## config.mk

```make
export PLATFORM = sky130hd
export DESIGN_NAME = me_win_shift_stage
export DESIGN_NICKNAME = d
export VERILOG_FILES = /design/src/rtl/me_pkg.sv /design/src/rtl/me_side_delay.sv /design/src/rtl/me_win_shift_stage.sv
export SDC_FILE = /design/constraint.sdc
export NUM_CORES = 1
export LEC_CHECK = 0
export CAP_MARGIN = 15
export CORE_ASPECT_RATIO = 1.5
export CORE_MARGIN = 5
export CORE_UTILIZATION = 46
export CTS_BUF_LIST = sky130_fd_sc_hd__clkbuf_8
export CTS_CLUSTER_DIAMETER = 100
export DETAILED_ROUTE_END_ITERATION = 10
export PLACE_DENSITY = 0.93
export SYNTH_ARGS = -nofsm -noshare
export SYNTH_HDL_FRONTEND = slang
export SYNTH_SLANG_ARGS = --single-unit
```

## constraint.sdc

```tcl
create_clock -name clk_i -period 1.69 [get_ports clk_i]
set_clock_uncertainty 0.2 [all_clocks]
set_input_delay 0.338 -clock clk_i [delete_from_list [all_inputs] [get_ports clk_i]]
set_output_delay 0.338 -clock clk_i [all_outputs]
set_load 0.02 [all_outputs]
```

## src/rtl/me_pkg.sv

```systemverilog
// Shared definitions for the motion-estimation search pipeline.
// Holds the window-shift mode encoding used by every shift stage.
`default_nettype none

package me_pkg;

  typedef enum logic [1:0] {
    ME_MODE_PASS = 2'b00,
    ME_MODE_SHL  = 2'b01,
    ME_MODE_SHR  = 2'b10,
    ME_MODE_LOAD = 2'b11
  } me_mode_e;

endpackage

`default_nettype wire

```

## src/rtl/me_side_delay.sv

```systemverilog
// Enable-gated shift-register delay line with asynchronous clear.
// Output is the last of DEPTH stages; all stages advance together on en.
`default_nettype none

module me_side_delay #(
  parameter int WIDTH = 16,
  parameter int DEPTH = 1
) (
  input  logic             clk_i,
  input  logic             rst_n_i,
  input  logic             en,
  input  logic [WIDTH-1:0] din,
  output logic [WIDTH-1:0] dout
);

  logic [WIDTH-1:0] stage_q [DEPTH];

  genvar gi;
  generate
    for (gi = 0; gi < DEPTH; gi++) begin : g_stage
      if (gi == 0) begin : g_head
        always_ff @(posedge clk_i or negedge rst_n_i) begin
          if (!rst_n_i) begin
            stage_q[gi] <= '0;
          end else if (en) begin
            stage_q[gi] <= din;
          end
        end
      end else begin : g_tail
        always_ff @(posedge clk_i or negedge rst_n_i) begin
          if (!rst_n_i) begin
            stage_q[gi] <= '0;
          end else if (en) begin
            stage_q[gi] <= stage_q[gi-1];
          end
        end
      end
    end
  endgenerate

  assign dout = stage_q[DEPTH-1];

endmodule

`default_nettype wire

```

## src/rtl/me_win_shift_stage.sv

```systemverilog
// Reference-window shift stage: inserts a side pixel at one end of the row,
// tracks column position with wrap, and forwards remaining side pixels delayed.
`default_nettype none

module me_win_shift_stage
  import me_pkg::*;
#(
  parameter int PIX_W    = 8,
  parameter int WIN_PIX  = 16,
  parameter int SIDE_PIX = 3,
  parameter int SIDE_DLY = 1
) (
  input  logic                          clk_i,
  input  logic                          rst_n_i,
  input  logic                          in_valid_i,
  output logic                          in_ready_o,
  input  logic [1:0]                    mode_i,
  input  logic [WIN_PIX*PIX_W-1:0]      win_i,
  input  logic [SIDE_PIX*PIX_W-1:0]     side_i,
  output logic                          out_valid_o,
  input  logic                          out_ready_i,
  output logic [WIN_PIX*PIX_W-1:0]      win_o,
  output logic [(SIDE_PIX-1)*PIX_W-1:0] side_o,
  output logic [$clog2(WIN_PIX)-1:0]    col_o,
  output logic                          wrap_o
);

  localparam int COL_W = $clog2(WIN_PIX);
  localparam logic [COL_W-1:0] COL_MAX = COL_W'(WIN_PIX - 1);
  localparam logic [COL_W-1:0] COL_ONE = COL_W'(1);

  me_mode_e                   mode;
  logic                       accept;
  logic                       out_valid_q;
  logic [WIN_PIX*PIX_W-1:0]   win_q;
  logic [WIN_PIX*PIX_W-1:0]   win_nxt;
  logic [COL_W-1:0]           col_q;
  logic [COL_W-1:0]           col_nxt;
  logic                       wrap_q;
  logic                       wrap_nxt;

  assign mode       = me_mode_e'(mode_i);
  // Ready depends only on the output register and downstream, never on in_valid_i.
  assign in_ready_o = !out_valid_q || out_ready_i;
  assign accept     = in_valid_i && in_ready_o;

  always_comb begin
    win_nxt  = win_i;
    col_nxt  = col_q;
    wrap_nxt = 1'b0;
    case (mode)
      ME_MODE_SHL: begin
        win_nxt = {side_i[PIX_W-1:0], win_i[WIN_PIX*PIX_W-1:PIX_W]};
        if (col_q == COL_MAX) begin
          col_nxt  = '0;
          wrap_nxt = 1'b1;
        end else begin
          col_nxt = col_q + COL_ONE;
        end
      end
      ME_MODE_SHR: begin
        win_nxt = {win_i[(WIN_PIX-1)*PIX_W-1:0], side_i[PIX_W-1:0]};
        if (col_q == '0) begin
          col_nxt  = COL_MAX;
          wrap_nxt = 1'b1;
        end else begin
          col_nxt = col_q - COL_ONE;
        end
      end
      ME_MODE_LOAD: begin
        col_nxt = '0;
      end
      default: begin
        col_nxt = col_q;
      end
    endcase
  end

  always_ff @(posedge clk_i or negedge rst_n_i) begin
    if (!rst_n_i) begin
      out_valid_q <= 1'b0;
      win_q       <= '0;
      col_q       <= '0;
      wrap_q      <= 1'b0;
    end else begin
      if (accept) begin
        out_valid_q <= 1'b1;
        win_q       <= win_nxt;
        col_q       <= col_nxt;
        wrap_q      <= wrap_nxt;
      end else if (out_ready_i) begin
        // Consumed with nothing new: drop valid, keep data registers as they are.
        out_valid_q <= 1'b0;
      end
    end
  end

  me_side_delay #(
    .WIDTH ((SIDE_PIX-1)*PIX_W),
    .DEPTH (SIDE_DLY)
  ) u_side_delay (
    .clk_i   (clk_i),
    .rst_n_i (rst_n_i),
    .en      (accept),
    .din     (side_i[SIDE_PIX*PIX_W-1:PIX_W]),
    .dout    (side_o)
  );

  assign out_valid_o = out_valid_q;
  assign win_o       = win_q;
  assign col_o       = col_q;
  assign wrap_o      = wrap_q;

endmodule

`default_nettype wire

```

=== Word level (Yosys, flattened, before mapping) ===
Index checks and enable logic that the tools add are counted.

* Word-level logic and storage cells: 27
* Bits of input ports: 158
* Memories kept: 0
* Output and inout bits: 151
* Register bits: 150
* Memory bits (writable): 0
* ROM bits: 0
* Latch bits: 0

* Shift operators: 0
* Multiplexer cells: 9
* $lt $le $gt $ge: 0
* Eq/ne operators: 4
* Multipliers: 0
* Reduce and logical (&&, ||, !) cells: 7
* Div/mod/pow operators: 0
* Bitwise operators: 0
* $add $sub $neg: 2

{| class="wikitable"
|+ Operators with widths
! cell !! count
|-
| 128-bit case mux with 2 select lines || 1
|-
| 4-bit case mux with 3 select lines || 1
|-
| 4-bit two-way mux || 2
|-
| 4-bit by 1-bit adder with 4-bit output, second input constant || 1
|-
| 2-bit == test, second input constant || 2
|-
| 4-bit == test, second input constant || 1
|-
| 4-bit zero test || 1
|-
| 1-bit two-way mux || 4
|-
| 4-bit by 1-bit subtractor with 4-bit output, second input constant || 1
|-
| 3-bit nonzero test || 1
|-
| 2-bit by 1-bit == test with 1-bit output, second input constant || 1
|-
| 1-bit case mux with 2 select lines || 1
|-
| 2-bit AND reduction || 1
|-
| 2-bit nonzero test || 1
|-
| 1-bit logical AND || 1
|-
| 1-bit zero test || 1
|-
| 1-bit logical OR || 1
|}

=== Logic depth before layout (Yosys ltp) ===
Gate-level depths: netlist of the first run.

* Depth in word-level cells: 4
* Mapped depth: 9
* Mapped depth without buffers: 6

=== Hierarchy ===
Synthesis of the first run repeated with hierarchy kept, for this count alone.

* Cells, all modules: 942
* Area total of the unflattened synthesis: 8119.0 µm²

{| class="wikitable"
|+ By module, submodules not included
! module !! seq. area each (µm²) !! area each (µm²) !! cells an instance !! times used
|-
| me_win_shift_stage || 3353.2 || 7469.7 || 908 || 1
|-
| me_side_delay || 400.4 || 649.4 || 34 || 1
|}

=== Worst setup path before layout of the first run ===
OpenSTA, ideal clock, no wires.

* Path kind: input port to flip-flop
* Start point: input mode_i[0]
* End point: register win_q[85], in the netlist win_o[85]
* Data required time: 1.354 ns
* Buffers on the path: 3
* Stages on the path: 8
* Library setup time: 0.136 ns
* Arrival time: 1.414 ns
* Slack: -0.060 ns
* Path through: inv_1 ha_1 buf_2 buf_2 buf_2 nand2_1 o21ai_0 o21ai_0

* Longest elaborated chain between the ends: 2
* Elaborated cells between the ends (all ways): 3
* Classes of those cells: 2 x eq/ne; 1 x mux

{| class="wikitable"
|+ Ends and longest elaborated chain
! element !! RTL line !! text
|-
| start, declared || me_win_shift_stage.sv:17 || <nowiki>input logic [1:0] mode_i,</nowiki>
|-
| 2-bit == test or 2-bit by 1-bit == test with 1-bit output (tied branches) || me_win_shift_stage.sv:51 || <nowiki>case (mode)</nowiki>
|-
| 128-bit case mux with 2 select lines (*) || me_win_shift_stage.sv:51 ||
|-
| end signal, assigned || me_win_shift_stage.sv:88 || <nowiki>win_q <= win_nxt;</nowiki>
|-
| end, declared || me_win_shift_stage.sv:35 || <nowiki>logic [WIN_PIX*PIX_W-1:0] win_q;</nowiki>
|}

Mark *: on every way between the ends. The rest lies on a longest branch, timed or not.
A chain may end at the register's enable or synchronous reset.

=== Final worst setup path of the first run ===
* Start point: register col_q[1], in the netlist col_o[1]
* End point: register wrap_q, in the netlist wrap_o

* Longest elaborated chain between the ends: 3
* Elaborated cells between the ends (all ways): 5
* Classes of those cells: 1 x eq/ne; 3 x mux; 1 x reduce/logical

{| class="wikitable"
|+ Ends and longest elaborated chain
! element !! RTL line !! text
|-
| start, declared || me_win_shift_stage.sv:37 || <nowiki>logic [COL_W-1:0] col_q;</nowiki>
|-
| start signal, assigned || me_win_shift_stage.sv:89 || <nowiki>col_q <= col_nxt;</nowiki>
|-
| 4-bit == test or 4-bit zero test (tied branches) || me_win_shift_stage.sv:54, me_win_shift_stage.sv:63 ||
|-
| 1-bit two-way mux (on tied branches) || me_win_shift_stage.sv:54, me_win_shift_stage.sv:63 ||
|-
| 1-bit case mux with 2 select lines (*) || me_win_shift_stage.sv:51 ||
|-
| end signal, assigned || me_win_shift_stage.sv:90 || <nowiki>wrap_q <= wrap_nxt;</nowiki>
|-
| end, declared || me_win_shift_stage.sv:39 || <nowiki>logic wrap_q;</nowiki>
|}

Marked as above.

==> results of run 1 <==
worst paths after layout:
path,cells past startpoint,start,end,slack [ns]
max,4,col_o[1],wrap_o,-0.12
min,2,rst_n_i,win_o[91],0.15
max reg2reg,4,col_o[1],wrap_o,-0.12
min reg2reg,2,win_o[98],win_o[98],0.28
max in group asynchronous,3,rst_n_i,u_side_delay.dout[15],0.53
min in group clk_i,2,win_o[98],win_o[98],0.28
metal layers:
metal / vias up / global-route usage
li1: 3962 / -
met3: 167 / 0.06151
met1: 4172 / 0.3528
met2: 691 / 0.5101
met5: - / 0
met4: 0 / 0.1677
cell type report:
class / instances / area, um^2 / area share
well taps: 213 / 266.5 / 0.02215
repair buffers: 384 / 3682 / 0.3061
flip-flops and latches: 150 / 3757 / 0.3123
inverters: 5 / 18.77 / 0.001560
diodes: 1 / 2.502 / 0.0002080
multi-input cells: 698 / 3879 / 0.3224
clock inverters: 11 / 148.9 / 0.01238
clock buffers: 20 / 275.3 / 0.02288
cells by family after synthesis:
logic type | count (synthesis) | synth area share
muxes | 17 | 0.03125
AOI/OAI and AO/OA | 399 | 0.2922
buffers and inverters | 92 | 0.06266
and+or+nand+nor | 276 | 0.1358
adders and majority gates | 6 | 0.009375
DFF | 150 | 0.4687
where the power goes:
part / internal (mW) / leakage [nW] / switching (mW) / total [mW]
clock network: 1.57 / 0.207 / 1.44 / 3.01
registers: 4.21 / 1.84 / 0.390 / 4.60
logic: 1.86 / 3.37 / 2.61 / 4.47
critical path, cell delays in order, from the launching register on:
cell and delay (ns):
dfrtp_2 0.46, ha_1 0.27, and4_1 0.22, o21ai_0 0.42
o21ai_1 0.11
per-stage QoR:
step	power (mW)	setup TNS, ns
finish	12.08	-0.1151
global route	12.64	-0.1121
CTS	12.14	-2.701
detailed placement	9.297	-69.54
global placement	9.175	-60.77
floorplan	6.773	-0.8609
what timing repair did:
item,in CTS,in global routing
hold endpoints to repair,150,0
pin swaps,1,3
cloned,3,9
setup endpoints to repair,208,235
setup buffers,2,13
hold buffers,1,0
resized for setup,456,155
sequential cells by signal (all words and copies together) (netlist names):
signal and count:
out_valid_o 1, win_o 128, u_side_delay.dout 16, wrap_o 1
col_o 4
placed cells by master (no fill, tap or decap), types with 2 or more instances in the layout:
master	instances
dfrtp_2	3
clkinvlp_4	3
clkdlybuf4s15_2	43
nor2_1	3
clkinv_4	2
inv_1	4
buf_12	16
ha_4	3
clkbuf_16	8
clkbuf_2	24
buf_2	82
dlymetal6s2s_1	2
nand2_1	260
mux2_4	16
o21ai_1	48
a22oi_1	113
clkdlybuf4s50_1	154
nand2b_1	4
buf_16	7
buf_4	41
a22oi_2	15
clkbuf_8	20
buf_6	4
clkinv_2	2
bufinv_16	3
o21ai_0	215
ha_1	3
dfrtp_1	147
==> results by group, run 1 <==
Global routing
  – Vias in the first global route: 8,373
  – Global-route wire length before repair: around 48,000 um
  – Initial antenna violation count: 1
  – Grt total ovfl: 0
  – Overall Global Routing Usage: 0.2991
  – Largest net degree at the start of global routing: 69

Setup path
  – Worst endpoint required time: roughly 1.8 ns
  – CP Launch Type: flip-flop
  – CP Data Arrival Time: 1.93 ns
  – Worst setup path class: reg2reg
  – Crit path capture type: flip-flop
  – CP max FO: 7

Logic synthesis
  – Syn Std Cell Area: around 8000 um^2
  – Share of the synthesized area in the top cell type: 0.4688
  – Syn. warnings: 0
  – Ys async rst share: 1.000
  – EDFF count, synth: 0
  – Post-synth top area cell: dfrtp_1
  – Syn_area_per_cell: roughly 8.5 um^2
  – Yosys cell types: 32
  – Post-Syn Instances: 940
  – Top cells by area, synth: dfrtp_1 47%, o21ai_0 15%, nand2_1 12%
  – Most frequent cell after synthesis: nand2_1
  – Post-Syn Nets: 1,104
  – Primary FF master, synth: dfrtp_1
  – Top cells by count, synth: 260 x nand2_1, 243 x o21ai_0, 150 x dfrtp_1
  – Yosys reg bits: 150
  – Sequential share of the synthesized area: 0.4687

STA
  – Fmax: 554.0 MHz
  – Final setup fails: 1
  – Max transition margin: 0.6524
  – Final worst slack: -0.1151 ns
  – Fin crit period: 1.805 ns
  – Worst Max-Slew Pin Slew: 0.5159 ns
  – Hold slack: between 0.1 and 0.15 ns
  – Fin. Hold Viols: 0
  – Slew Viols, Final: 0
  – Period utilization: 1.068

Layout
  – Final std cells w/o fill: 1,482
  – Final net count: between 1,000 and 1,500
  – Final cell utilization of the core: 0.6964
  – Share of layout cells above drive strength 1: 0.2358
  – Filler instances: 1,270
  – Final Cell Area: 12,030 um^2
  – Area growth syn-to-layout: 50.23%

Placement
  – Gp weighted congestion: 0.9829
  – Post-DP HPWL: 22,910 um
  – Post-place setup slack: -0.5873 ns
  – Port bufs: approximately 310
  – Inst Count DP: approximately 1,400
  – Placed inst area: between 10,000 and 15,000 um^2

Routing
  – Detailed Route WL: about 34,000 um
  – DRT iter0 DRCs: between 1,000 and 1,500
  – WL met2: 16,080 um
  – Vias/cell: 6.067
  – Via count: 8,992
  – DR top layer: met4
  – Post-route ant nets: 0
  – WL met1: ~12,000 um
  – Drc violations: 0
  – Metal3 WL: 3145 um
  – Avg WL per Cell: 22.65 um
  – First drt pass iteration count: 6

Clocking
  – Clock Sinks: 150
  – Root Buffer: clkbuf_8
  – CTS clk-pin slew, worst paths: about 0.09 ns
  – CTS tree: done
  – CTS H-Tree Depth: 4
  – Clk Latency, worst-skew pair: 0.45 ns
  – Inserted Clock Buffers: 17
  – Clock Path Buffers: 2

Worst hold path
  – Hold Path Class: in2async

Flow run
  – Max_cap viols: 0

Pwr
  – Worst vdd ir: 0.5744 mV
  – Pwr Density: roughly 1000 nW/um^2
  – Leakage power: around 5.4 nW

Floorplanning
  – DIE AREA: 20,200 um^2
  – Chip width: 117.7 um
  – Starting density of the core: 0.4636
  – Core ar.: 17,270 um^2
  – Row count: 59
  – Die H: 171.6 um
  – IO Count: 309

Status
  – Failing checks: setup timing
  – Status: complete, but fails checks
(Power assumes the default switching activity.)
==> run 2, diff against run 1 <==
- CORE_UTILIZATION: 46 -> 25
- PLACE_DENSITY: 0.93 -> 0.6
- REMOVE_ABC_BUFFERS: not set -> 1
==> run 2 against run 1 <==
- the run now ends clean
- power down 2.3%
- final cell count grew 15%
- global-route usage is 14 points lower
- clock power decreased by 6%
- largest power group unchanged
==> results by group, run 2 (same netlist as run 1, synthesis figures left out) <==
Status
  – Status: complete, no violations

Global routing
  – Initial antenna violation count: 2 (+1)
  – Global-route wire length before repair: 44,350 um (-7.4%)
  – Largest net degree at the start of global routing: 78 (+13%)
  – Overall Global Routing Usage: 0.1583 (-0.1408)
  – Grt total ovfl: 0 (unchanged)
  – Vias in the first global route: 7,781 (-7.1%)

Placement
  – Port bufs: 308 (unchanged)
  – Post-DP HPWL: 21,550 um (-5.9%)
  – Gp weighted congestion: 0.8391 (-15%)
  – Inst Count DP: 1,637 (+15%)

Layout
  – Largest register FFs: 128 (unchanged)
  – Final cell utilization of the core: 0.3861 (-0.3103)
  – Most frequent cells in the layout: 260 x nand2_1, 203 x o21ai_0, 154 x clkdlybuf4s50_1
  – Final net count: 1,438 (+1.3%)
  – Final std cells w/o fill: 1,699 (+15%)
  – Leading cell type in the layout, fill and taps excluded: nand2_1
  – Area growth syn-to-layout: 53.00%
  – Share of layout cells above drive strength 1: 0.2494 (+0.01361)

Setup path
  – Cell Chain, Critical Path: nand2b_4 -> buf_4 -> nand2_8 -> buf_16 -> mux2_4
  – CP Launch Type: flip-flop
  – Worst setup path class: reg2reg
  – Worst endpoint required time: 1.85 ns (+0.04 ns)
  – Reg2reg end: u_side_delay.dout[7]
  – CP max FO: 23 (+16)
  – Delay-heaviest family, CP: flip-flops
  – Critical path's largest stage delay: 0.40 ns (-0.06 ns)
  – Start of the worst register-to-register path: out_valid_o
  – Slowest cell on crit path: dfrtp_1
  – Crit path capture type: flip-flop
  – Worst Path Buf+Inv: 2 (+2)
  – R2R Setup Slk: 0.06 ns (+0.17 ns)
  – R2R cell count: 5 (+1)
  – CP Data Arrival Time: 1.79 ns (-0.14 ns)

Floorplanning
  – Starting density of the core: 0.2524 (-0.2112)
  – Chip width: 156.1 um (+33%)
  – DIE AREA: 35,780 um^2 (+77%)
  – Die H: 229.2 um (+34%)
  – Core ar.: 31,730 um^2 (+84%)
  – Row count: 80 (+36%)
  – IO Count: 309 (unchanged)

Clocking
  – Clk Latency, worst-skew pair: 0.48 ns (+0.03 ns)
  – Inserted Clock Buffers: 17 (unchanged)
  – CTS tree: done
  – Clock Path Buffers: 2 (unchanged)
  – CTS H-Tree Depth: 4 (unchanged)
  – Clock Sinks: 150 (unchanged)
  – CTS clk-pin slew, worst paths: 0.09 ns (about the same)
  – Root Buffer: clkbuf_8

Pwr
  – Pwr Density: 963.1 nW/um^2 (-4.1%)
  – Leakage power: 5.546 nW (+2.4%)
  – Worst vdd ir: 0.5052 mV (-12%)

Routing
  – Drc violations: 0 (unchanged)
  – Avg WL per Cell: 18.69 um (-18%)
  – Via count: 8,277 (-8.0%)
  – Vias/cell: 4.872 (-20%)
  – Detailed Route WL: 31,750 um (-5.4%)
  – First drt pass iteration count: 6 (unchanged)
  – DRT iter0 DRCs: 522 (-62%)
  – Post-route ant nets: 0 (unchanged)

STA
  – Worst Max-Slew Pin Slew: 0.3405 ns (-0.1754 ns)
  – Fin. Hold Viols: 0 (unchanged)
  – Final setup TNS: 0 ns (+0.1151 ns)
  – Slew Viols, Final: 0 (unchanged)
  – Max transition margin: 0.7730 (+0.1206)
  – RSZ-0062 raised after global routing: true
  – Fin crit period: 1.631 ns (-0.1742 ns)
  – Period utilization: 0.9650 (-0.1031)
  – Fmax: 613.1 MHz (+11%)
  – Final setup fails: 0 (-1)

Worst hold path
  – Hold Path Class: in2async

Flow run
  – Max_cap viols: 0 (unchanged)
==> run 2: cell type report <==
cell class / instances / area (um^2)
Antenna cell: 2 / 5.005
Clock buffer: 19 / 261.5
Clock inverter: 13 / 132.6
Fill cell: 3214 / 19480
Inverter: 5 / 18.77
Multi-Input combinational cell: 698 / 3894
Sequential cell: 150 / 3754
Tap cell: 410 / 513.0
Timing Repair Buffer: 402 / 3674
==> run 2: worst max path at each step <==
| stage | start | to | slack [ns] | cells after the start |
|---|---|---|---|---|
| after floorplan | mode_i[0] | win_o[15] | -3.06 | 4 |
| after global placement | mode_i[0] | win_o[109] | -0.53 | 8 |
| after detailed placement | mode_i[0] | win_o[101] | -0.55 | 8 |
| after CTS | out_valid_o | in_ready_o | -0.007 | 2 |
| after global routing | col_o[0] | col_o[3] | -0.02 | 6 |
| final | out_valid_o | u_side_delay.dout[7] | 0.06 | 5 |
==> run 2: stage by stage <==
stage | total power, mW | hold slack, ns | setup WS, ns | cell area [um^2]
2_1_floorplan | 6.750 | -0.1576 | -3.060 | 7525
3_3_place_gp | 9.271 | 0.05435 | -0.5262 | 11930
3_5_place_dp | 9.337 | 0.05715 | -0.5522 | 11930
4_1_cts | 11.69 | 0.06384 | -0.007021 | 11630
5_1_grt | 12.55 | 0.09043 | -0.01880 | 12250
6_report | 11.80 | 0.1106 | 0.05907 | 12250
==> run 2: repair_timing <==
action | CTS | global route
pin swaps | 1 | 6
gates resized for setup | 635 | 75
buffers inserted | 1 | 12
hold buffers | 1 | 0
endpoints found under the setup margin | 154 | 134
cloned | 1 | 13
hold endpoints to repair | 150 | 0
==> run 2: layer usage <==
metal  GRT usage  up-vias  wire (um)
met5           0        -          0
met4     0.07517        0       1234
met3     0.03475       53       1800
met2      0.2808      297      16210
met1      0.1779     3922      12500
li1            -     4005          -
==> run 2: power breakdown <==
part	internal, mW	switching (mW)	total, mW
registers	4.21	0.343	4.55
clock network	1.38	1.46	2.84
logic	1.86	2.55	4.41
